$ cat config.mk
export PLATFORM = sky130hd
export DESIGN_NAME = vga_fb_arbiter
export DESIGN_NICKNAME = d
export VERILOG_FILES = /design/src/rtl/vga_fb_arbiter.sv
export SDC_FILE = /design/constraint.sdc
export NUM_CORES = 1
export LEC_CHECK = 0
export ABC_CLOCK_PERIOD_IN_PS = 3000
export BUFFER_PORTS_ARGS = -buffer_cell sky130_fd_sc_hd__buf_2
export CAP_MARGIN = 20
export CORE_MARGIN = 10
export CORE_UTILIZATION = 55
export CTS_CLUSTER_SIZE = 30
export DETAILED_ROUTE_END_ITERATION = 16
export GPL_ROUTABILITY_DRIVEN = 0
export PLACE_DENSITY = 0.73
export SYNTH_ARGS = -nofsm -noshare
export SYNTH_HDL_FRONTEND = slang
export SYNTH_SLANG_ARGS = --single-unit
$ cat constraint.sdc
create_clock -name clk -period 3 [get_ports clk]
set_clock_uncertainty 0.1 [all_clocks]
set_input_delay 0.3 -clock clk [delete_from_list [all_inputs] [get_ports clk]]
set_output_delay 0.3 -clock clk [all_outputs]
set_load 0.01 [all_outputs]
$ cat src/rtl/vga_fb_arbiter.sv
// vga_fb_arbiter: shares a single-port frame-buffer RAM between VGA scanout (priority) and a posted-write FIFO.
// Define VGA_FB_ARB_VBLANK_WR_EN to drain writes only outside SCAN (tear-free frames).
module vga_fb_arbiter #(
  parameter int ADDR_W     = 19,
  parameter int DATA_W     = 8,
  parameter int WBUF_DEPTH = 4,
  parameter int FRAME_PIX  = 307200
) (
  input  logic                          clk,
  input  logic                          rst_n,
  input  logic                          en,
  input  logic                          h_de,
  input  logic                          v_de,
  input  logic                          wr_valid,
  output logic                          wr_ready,
  input  logic [ADDR_W-1:0]             wr_addr,
  input  logic [DATA_W-1:0]             wr_data,
  output logic [$clog2(WBUF_DEPTH):0]   wr_level,
  output logic                          mem_en,
  output logic                          mem_we,
  output logic [ADDR_W-1:0]             mem_addr,
  output logic [DATA_W-1:0]             mem_wdata,
  input  logic [DATA_W-1:0]             mem_rdata,
  output logic                          pix_valid,
  output logic [DATA_W-1:0]             pix_data
);
  localparam int PW = $clog2(WBUF_DEPTH);
  localparam int LW = PW + 1;
  typedef enum logic [1:0] {OFF, SCAN, VBLANK} state_t;
  state_t state, nxt;
  logic [ADDR_W-1:0] scan_addr, scan_inc;
  logic [ADDR_W-1:0] fa [WBUF_DEPTH];
  logic [DATA_W-1:0] fd [WBUF_DEPTH];
  logic [PW-1:0] rp, wp;
  logic disp_rd, gate, push, pop, rd_d1;
  assign disp_rd  = en & h_de & v_de;
  assign wr_ready = rst_n & (wr_level != LW'(WBUF_DEPTH));
  assign push     = wr_valid & wr_ready;
  assign pop      = !disp_rd & gate & (wr_level != '0);
  assign scan_inc = (scan_addr == ADDR_W'(FRAME_PIX - 1)) ? '0 : scan_addr + 1'b1;
`ifdef VGA_FB_ARB_VBLANK_WR_EN
  assign gate = (state != SCAN);
`else
  assign gate = 1'b1;
`endif
  always_comb nxt = !en ? OFF : v_de ? SCAN : VBLANK;
  always_ff @(posedge clk) begin
    if (push) begin
      fa[wp] <= wr_addr;
      fd[wp] <= wr_data;
    end
  end
  always_ff @(posedge clk) begin
    if (!rst_n) begin
      state     <= OFF;
      scan_addr <= '0;
      rp        <= '0;
      wp        <= '0;
      wr_level  <= '0;
      mem_en    <= 1'b0;
      mem_we    <= 1'b0;
      mem_addr  <= '0;
      mem_wdata <= '0;
      rd_d1     <= 1'b0;
      pix_valid <= 1'b0;
      pix_data  <= '0;
    end else begin
      state     <= nxt;
      scan_addr <= (nxt != SCAN) ? '0 : disp_rd ? scan_inc : scan_addr;
      wp        <= push ? wp + 1'b1 : wp;
      rp        <= pop ? rp + 1'b1 : rp;
      wr_level  <= wr_level + LW'(push) - LW'(pop);
      mem_en    <= disp_rd | pop;
      mem_we    <= pop;
      mem_addr  <= disp_rd ? scan_addr : fa[rp];
      mem_wdata <= fd[rp];
      rd_d1     <= mem_en & !mem_we;
      pix_valid <= rd_d1;
      pix_data  <= rd_d1 ? mem_rdata : pix_data;
    end
  end
endmodule

==> results of run 1 <==
-- flip-flops by register name, indices dropped and copies added, names as in the netlist, named ones only --
name / count
mem_wdata: 8
mem_addr: 19
pix_data: 8
fa: 76
wp: 2
scan_addr: 19
fd: 32
rd_d1: 1
wr_level: 3
mem_we: 1
rp: 2
mem_en: 1
pix_valid: 1
-- path summary, 6_finish.rpt --
check	startpoint	slack, ps	endpoint
max	wr_level[2]	510	wr_level[2]
min	mem_rdata[4]	30	pix_data[4]
max reg2reg	wr_level[2]	510	wr_level[2]
min reg2reg	mem_we	320	rd_d1
-- what timing repair did --
item,CTS,global route
endpoints found under the setup margin,0,0
endpoints found under the hold margin,108,0
hold buffers,27,0
-- area by class of cell --
cell class,instances,area [um^2],area share
sequential,175,4580,0.569
multi-input combinational,240,1940,0.240
timing repair buffer,118,748,0.0928
clock buffer,18,429,0.0532
tap,147,184,0.0228
clock inverter,14,143,0.0177
inverter,9,33.8,0.00419
-- layer usage --
metal / vias up / part of all wire
li1: 1882 / -
met3: 24 / 0.067
met5: - / 0
met2: 108 / 0.49
met4: 0 / 0.018
met1: 1928 / 0.43
-- stage by stage --
step	area, um^2	utilization	worst slack, ps	hold slack [ps]
floorplan	6660	-	621	299
global placement	7220	0.606	626	292
detailed placement	7220	0.606	494	310
CTS	8060	0.677	483	20.9
global route	8060	0.677	374	59.5
finish	8060	0.677	506	31.3
-- where the power goes --
group | switching [uW] | internal (uW)
registers | 158 | 2780
clock network | 901 | 1220
logic | 482 | 557
total | 1540 | 4560
-- layout by cell type, fill, tap and decap left out, types with 8 or more instances in the layout --
cell type	synthesis	routed
edfxtp_1	108	108
buf_2	4	82
dfxtp_1	67	67
nand2_1	48	48
mux4_2	27	27
dlygate4sd3_1	0	27
and2_1	21	21
a21boi_0	19	19
nor2_1	17	17
clkbuf_16	0	17
nor2b_1	10	10
xnor2_1	10	10
inv_1	9	9
nand3_1	9	9
buf_4	2	9
mux2i_1	8	8
o21ai_0	8	8
-- worst max-delay path: stages, from the launching register on --
cell and delay [ps]:
dfxtp_1 400, inv_1 80, o311a_1 450, inv_1 90
ha_1 220, inv_1 60, ha_1 130, inv_1 50
fa_1 380, xnor2_1 150, xnor2_1 140, and2_1 150
-- cell families after synthesis --
family,synth area share
buffers and inverters,0.0208
AOI/OAI and AO/OA,0.0426
muxes,0.103
xor gates and xnor gates,0.0184
adders and majority gates,0.0162
and+or+nand+nor,0.110
DFF,0.688
==> results.cfg, run 1 <==
[clock_network]
cts_resized = 0
cts-buffers-inserted = 17
clock_sinks = 175
htreeDepth = 4
worstSkewPairLatency_ps = 440
clkTransAtPathRegs_ps = 60
cts_setup_buffers = 0
clk_root_buffer_cell = clkbuf_16
clk_path_buf_depth = 2
cts_tree = yes

[logic_synthesis]
synth_nets = 495
synth_warnings = 0
synth_area_leaders = edfxtp_1 49%, dfxtp_1 20%, mux4_2 9.1%, nand2_1 2.7%, a21boi_0 2.1%
synth_cell_type_count = 42
ys.flop_type = edfxtp_1
syn_area_um2 = 6660
yosysTopAreaCell = edfxtp_1
synth_top_cell_area_share = 0.487
yosysSeqAreaShare = 0.688
syn_inst = 446
synth.avg_cell_area_um2 = 14.9
synth_seq_cells = 175
yosysMostFrequentCell = edfxtp_1
synth_edf_count = 108
async_reset_ff_frac = 0
synth_common_cells = 108 x edfxtp_1, 67 x dfxtp_1, 48 x nand2_1, 27 x mux4_2, 21 x and2_1

[drt]
drtAntennaViolNets = 0
vias = 3942
first_pass_iters = 5
wl_per_cell_um = 18.4
drt_iter0_drc = 235
drc = 0
drt-total-wl_mm = 13.2
via_per_inst = 5.47

[global_routing]
grt_use_met3 = 0.0503
grt_pass1_wl_mm = 21.3
grtUsageMet1 = 0.204
met2_usage = 0.266
grt_max_degree = 51
first_global_vias = 4121
grt_remaining_overflow = 0
grt.busiest_layer = met2
track_usage = 0.167
antenna_found_initial = 0

[cells_and_area]
final_cells = 721
antenna_cells = 0
fill_cells = 825
fin_nets = 610
area_delta_synth_final_pct = 21.0
drive_above_1_share = 0.267

[critical_path]
arrival_ps = 2730
crit_fanout = 8
path_class = flip-flop to flip-flop
reg2reg_depth = 11
worst_setup_path_start_kind = flip-flop
worst_setup_path_end_kind = flip-flop
cp.required_ps = 3230

[timing]
report.final.hold_viol_count = 0
fin_crit_sh = 0.831
setup_violations = 0
fmax_mhz = 401
slew_headroom = 0.558
tns_ps = 0
worstMarginPinSlew_ps = 662
post-route-min-period_ps = 2490
rsz0062_at_grt = false
maxSlewViolCount = 0

[die]
initial_utilization = 0.559
pin_count = 83
die_h_um = 130
rows = 40
die_w_um = 130
dieArea_um2 = 16900
core-area_um2 = 11900

[hold_path]
hold_path_class = input port to flip-flop
holdPathStages = 3

[placed_design]
port_buffers = 82
dpl.cell_count = 662
hpwl_mm = 8.50

[flow_run]
cap_violations = 0

[power_and_ir_drop]
pwr_density_cell_nw_per_um2 = 757
finalPower_uw = 6100
peakVddDrop_mv = 0.614
p_leak_uw = 0.00289

[outcome]
status = completed
Power figures use the tool's default switching activity.
==> inputs of run 2 (changes only) <==
--- a/config.mk
+++ b/config.mk
@@ -5,7 +5,7 @@
 export SDC_FILE = /design/constraint.sdc
 export NUM_CORES = 1
 export LEC_CHECK = 0
-export ABC_CLOCK_PERIOD_IN_PS = 3000
+export ABC_CLOCK_PERIOD_IN_PS = 2500
 export BUFFER_PORTS_ARGS = -buffer_cell sky130_fd_sc_hd__buf_2
 export CAP_MARGIN = 20
 export CORE_MARGIN = 10
==> constraint.sdc (replaced) <==
create_clock -name clk -period 2.5 [get_ports clk]
set_clock_uncertainty 0.1 [all_clocks]
set_input_delay 0.25 -clock clk [delete_from_list [all_inputs] [get_ports clk]]
set_output_delay 0.25 -clock clk [all_outputs]
set_load 0.01 [all_outputs]
==> results.cfg, run 2 (same netlist as run 1, synthesis figures left out) <==
[critical_path]
reg2reg_depth = 11
cp_common_cell = inv_1
cp.required_ps = 2720
path_class = flip-flop to flip-flop
slowest_stage = dfxtp_1
worst_setup_path_end_kind = flip-flop
crit_chain = inv_1 -> o311a_1 -> inv_1 -> ha_1 -> inv_1 -> ha_1 -> inv_1 -> fa_1 -> xnor2_1 -> xnor2_1 -> and2_1
max_stage_delay_ps = 380
crit_fanout = 4
worst_setup_path_start_kind = flip-flop
arrival_ps = 2590

[timing]
fmax_mhz = 421
post-route-min-period_ps = 2370
tns_ps = 0
fin_crit_sh = 0.950
maxSlewViolCount = 0
report.final.hold_viol_count = 0
setup_violations = 0
rsz0062_at_grt = false
worstMarginPinSlew_ps = 706
slew_headroom = 0.529
setup_ws_ps = 126

[cells_and_area]
area_delta_synth_final_pct = 22.7
post-route-cell-area_um2 = 8180
mostFrequentLayoutCell = edfxtp_1
drive_above_1_share = 0.269
largest_reg_flops = 76
fill_cells = 822
antenna_cells = 0
postLayoutCoreUtil = 0.686
final_cell_mix = 108 x edfxtp_1, 82 x buf_2, 67 x dfxtp_1, 48 x nand2_1, 34 x dlygate4sd3_1
top_register = fa
reg_top3 = fa: 76 flops, fd: 32 flops
fin_nets = 620

[die]
core-area_um2 = 11900
die_h_um = 130
rows = 40
die_w_um = 130
initial_utilization = 0.559
pin_count = 83
dieArea_um2 = 16900

[placed_design]
postPlaceCellArea_um2 = 7240
port_buffers = 82
place_ws_ps = 147
hpwl_mm = 8.41

[drt]
drtAntennaViolNets = 0
drt_iter0_drc = 384
drc = 0
first_pass_iters = 5
drt-total-wl_mm = 13.7
vias = 4022
wl_per_cell_um = 18.8
via_per_inst = 5.50

[clock_network]
worstSkewPairLatency_ps = 430
clkTransAtPathRegs_ps = 70
clk_root_buffer_cell = clkbuf_16
htreeDepth = 4
cts_resized = 0
clock_sinks = 175
cts_tree = yes
clk_path_buf_depth = 2
cts-buffers-inserted = 17

[global_routing]
grt_pass1_wl_mm = 21.7
first_global_vias = 4179
grt_remaining_overflow = 0
antenna_found_initial = 0
grt_max_degree = 51
track_usage = 0.169

[hold_path]
hold_path_class = input port to flip-flop
holdPathStages = 3

[power_and_ir_drop]
p_leak_uw = 0.00296
pwr_density_cell_nw_per_um2 = 911
finalPower_uw = 7450
peakVddDrop_mv = 0.517

[flow_run]
cap_violations = 0

[outcome]
status = completed
run 2: cell count changes in the layout (fill, tap and decap cells not counted), sizes merged:
cell         before  now
clkinvlp          5    1
dlygate4sd3      27   34
buf              91   94
clkinv            5    3
inv              11   18
clkbuf           18   17
run 2: worst paths after layout:
check	startpoint	end	slack (ps)
max	wr_level[2]	wr_level[2]	130
min	mem_rdata[5]	pix_data[5]	30
max reg2reg	wr_level[2]	wr_level[2]	130
min reg2reg	mem_we	rd_d1	310
run 2: timing repair:
item                                   CTS  global route
setup buffers                            0             0
endpoints found under the hold margin  115             0
hold buffers                            34             0
run 2: stage by stage:
| step | cells | hold WS, ps |
|---|---|---|
| after floorplan | 446 | 249 |
| after global placement | 665 | 319 |
| after detailed placement | 665 | 303 |
| after CTS | 731 | 19.1 |
| after global routing | 731 | 93.6 |
| final | 731 | 33.6 |
run 2: power by group:
part / switching (uW) / internal (uW)
clock network: 1140 / 1500
logic: 608 / 692
registers: 167 / 3340
total: 1920 / 5530
run 2: layout make-up:
cell class | count | area (um^2) | share of cell area
Sequential cell | 175 | 4580 | 0.561
Timing Repair Buffer | 128 | 841 | 0.103
Tap cell | 147 | 184 | 0.0225
Multi-Input combinational cell | 240 | 1940 | 0.237
Clock buffer | 17 | 425 | 0.0520
Inverter | 9 | 33.8 | 0.00413
Clock inverter | 15 | 170 | 0.0208
run 2: per-layer routing:
metal | share of wire | global-route usage
met5 | 0 | 0
met4 | 0.027 | 0.0820
met3 | 0.061 | 0.0483
met2 | 0.48 | 0.265
met1 | 0.43 | 0.213
run 2: critical path: cells and delay by family, from the launching register on:
kind | cells | cell delay, ps
buf+inv | 4 | 250
fa+ha+maj | 3 | 720
xor+xnor | 2 | 300
simple gates | 1 | 150
flops | 1 | 380
compound gates | 1 | 370
==> inputs of run 3 (changes only) <==
--- a/config.mk
+++ b/config.mk
@@ -5,15 +5,16 @@
 export SDC_FILE = /design/constraint.sdc
 export NUM_CORES = 1
 export LEC_CHECK = 0
+export ABC_AREA = 1
 export ABC_CLOCK_PERIOD_IN_PS = 2500
 export BUFFER_PORTS_ARGS = -buffer_cell sky130_fd_sc_hd__buf_2
-export CAP_MARGIN = 20
+export CAP_MARGIN = 25
 export CORE_MARGIN = 10
 export CORE_UTILIZATION = 55
 export CTS_CLUSTER_SIZE = 30
 export DETAILED_ROUTE_END_ITERATION = 16
 export GPL_ROUTABILITY_DRIVEN = 0
-export PLACE_DENSITY = 0.73
+export PLACE_DENSITY = 0.76
 export SYNTH_ARGS = -nofsm -noshare
 export SYNTH_HDL_FRONTEND = slang
 export SYNTH_SLANG_ARGS = --single-unit
==> results.cfg, run 3 <==
[clock_network]
cts_tree = yes
clock_sinks = 175
cts-buffers-inserted = 17
clk_path_buf_depth = 2
htreeDepth = 4
clk_root_buffer_cell = clkbuf_16
clkTransAtPathRegs_ps = 60
worstSkewPairLatency_ps = 410
cts_setup_buffers = 0

[power_and_ir_drop]
seqPwrFrac = 0.447
power.switching_uw = 2230
p_clk_frac = 0.338
finalPower_uw = 7810
internal_power_uw = 5580
p_leak_uw = 0.00326
peakVddDrop_mv = 0.584
pwr_density_cell_nw_per_um2 = 928
power_frac_comb = 0.215
swShare = 0.286

[placed_design]
hpwl_mm = 9.52
port_buffers = 82
dpl.cell_count = 891

[timing]
setup_violations = 0
fmax_mhz = 440
post-route-min-period_ps = 2270
rsz0062_at_grt = false
report.final.hold_viol_count = 0
slew_headroom = 0.666
fin_crit_sh = 0.909
worstMarginPinSlew_ps = 495
maxSlewViolCount = 0

[logic_synthesis]
synth_nets = 702
syn_area_um2 = 6860
synth_top_cell_area_share = 0.473
syn_inst = 653
synth_seq_cells = 175
synth_common_cells = 153 x nor2_1, 108 x edfxtp_1, 94 x o21ai_0, 67 x dfxtp_1, 55 x inv_1
async_reset_ff_frac = 0
yosysMostFrequentCell = nor2_1
synth_edf_count = 108
ys.flop_type = edfxtp_1
yosysSeqAreaShare = 0.669
synth_warnings = 0
yosysTopAreaCell = edfxtp_1
synth.avg_cell_area_um2 = 10.5
synth_area_leaders = edfxtp_1 47%, dfxtp_1 20%, nor2_1 8.4%, o21ai_0 6.9%, inv_1 3.0%
synth_cell_type_count = 31

[global_routing]
antenna_found_initial = 2
first_global_vias = 4940
grt_max_degree = 39
grt_pass1_wl_mm = 24.0
grt_remaining_overflow = 0
track_usage = 0.172

[drt]
drtAntennaViolNets = 0
first_pass_iters = 5
via_per_inst = 5.20
drt_iter0_drc = 483
vias = 4994
drt-total-wl_mm = 15.1
drc = 0
wl_per_cell_um = 15.7

[cells_and_area]
final_cell_mix = 148 x nor2_1, 108 x edfxtp_1, 93 x o21ai_0, 82 x buf_2, 66 x dfxtp_1
final_cells = 960
largest_reg_flops = 76
fill_cells = 883
drive_above_1_share = 0.195
top_register = fa
fin_nets = 826
area_delta_synth_final_pct = 22.7
mostFrequentLayoutCell = nor2_1
reg_top3 = fa: 76 flops, fd: 32 flops

[die]
die_w_um = 132
die_h_um = 132
dieArea_um2 = 17300
rows = 40
core-area_um2 = 12100
pin_count = 83
initial_utilization = 0.566

[critical_path]
worst_setup_path_start_kind = flip-flop
worst_setup_path_end_kind = flip-flop
cp.required_ps = 2700
arrival_ps = 2470
path_class = flip-flop to flip-flop
rrSetupSlack_ps = 230
crit_fanout = 4

[flow_run]
cap_violations = 0

[outcome]
status = completed

[hold_path]
hold_path_class = input port to flip-flop
[run 3: cell types whose count changed after synthesis, sizes merged, moves of 8 or more]
cell | previous run | this run
nor2b | 10 | 0
xnor2 | 10 | 2
o21ai | 10 | 106
mux4 | 27 | 0
and2 | 21 | 0
nor2 | 17 | 164
a21boi | 19 | 0
inv | 9 | 59
mux2i | 8 | 0
a21oi | 6 | 32
[run 3: area by class of cell]
| cell class | count | area, um^2 | area share |
|---|---|---|---|
| antenna | 2 | 5.00 | 0.000595 |
| clock buffer | 22 | 464 | 0.0552 |
| clock inverter | 10 | 136 | 0.0162 |
| inverter | 60 | 228 | 0.0271 |
| multi-input combinational | 393 | 1930 | 0.229 |
| sequential | 175 | 4590 | 0.545 |
| tap | 168 | 210 | 0.0250 |
| timing repair buffer | 130 | 858 | 0.102 |
[run 3: kinds of logic (layout without fill, tap and decap cells)]
kind of cell             count (synthesis)  in the layout  synth area share
AO/OA/AOI/OAI                          139            139             0.102
XOR/XNOR                                 8              8            0.0102
adder cells (fa/ha/maj)                  8              8            0.0157
buffers and inverters                   85            222            0.0544
flip-flops                             175            175             0.669
other                                    0              2                 0
AND/OR/NAND/NOR                        238            238             0.149
[run 3: critical path, cell delays in order (launching register included)]
cell and delay, ps:
dfxtp_2 370, nor2_4 160, nand2_1 80, nand2_2 90, inv_1 60, ha_1 270, inv_1 60, ha_1 150
inv_1 50, fa_1 420, xnor2_2 160, o21ai_1 130, a21oi_1 60
[run 3: metal layers]
layer  global-route usage  share of wire
met1                0.198           0.41
met2                0.296           0.51
met3               0.0423          0.051
met4               0.0754          0.026
met5                    0              0
[run 3: timing repair]
action / CTS / global route
hold buffers: 35 / 0
endpoints found under the setup margin: 0 / 1
endpoints found under the hold margin: 116 / 0
gates resized for setup: 0 / 6
[run 3: metrics by stage]
stage	setup slack, ps	utilization	cell area [um^2]	hold WS [ps]	setup TNS (ps)
floorplan	-85.8	-	6860	249	-9270
finish	226	0.695	8410	68.3	0
global placement	297	0.614	7440	296	0
CTS	10.6	0.693	8390	56.8	0
global route	41.1	0.695	8410	99.3	0
detailed placement	40.2	0.614	7440	292	0
[run 3: worst paths after layout]
path                    start            to  depth (start not counted)
hold reg to reg        mem_we         rd_d1                          1
setup / recovery  wr_level[1]   wr_level[2]                         12
setup reg to reg  wr_level[1]   wr_level[2]                         12
hold / removal           h_de  scan_addr[2]                          4
[run 3: power by group through the flow]
stage                     clock network [uW]  logic, uW  registers [uW]
final                                   2640       1680            3490
after floorplan                            0        949            3610
after global placement                     0       1520            3520
after detailed placement                   0       1610            3540
after global routing                    2780       1890            3510
after CTS                               2670       1660            3480
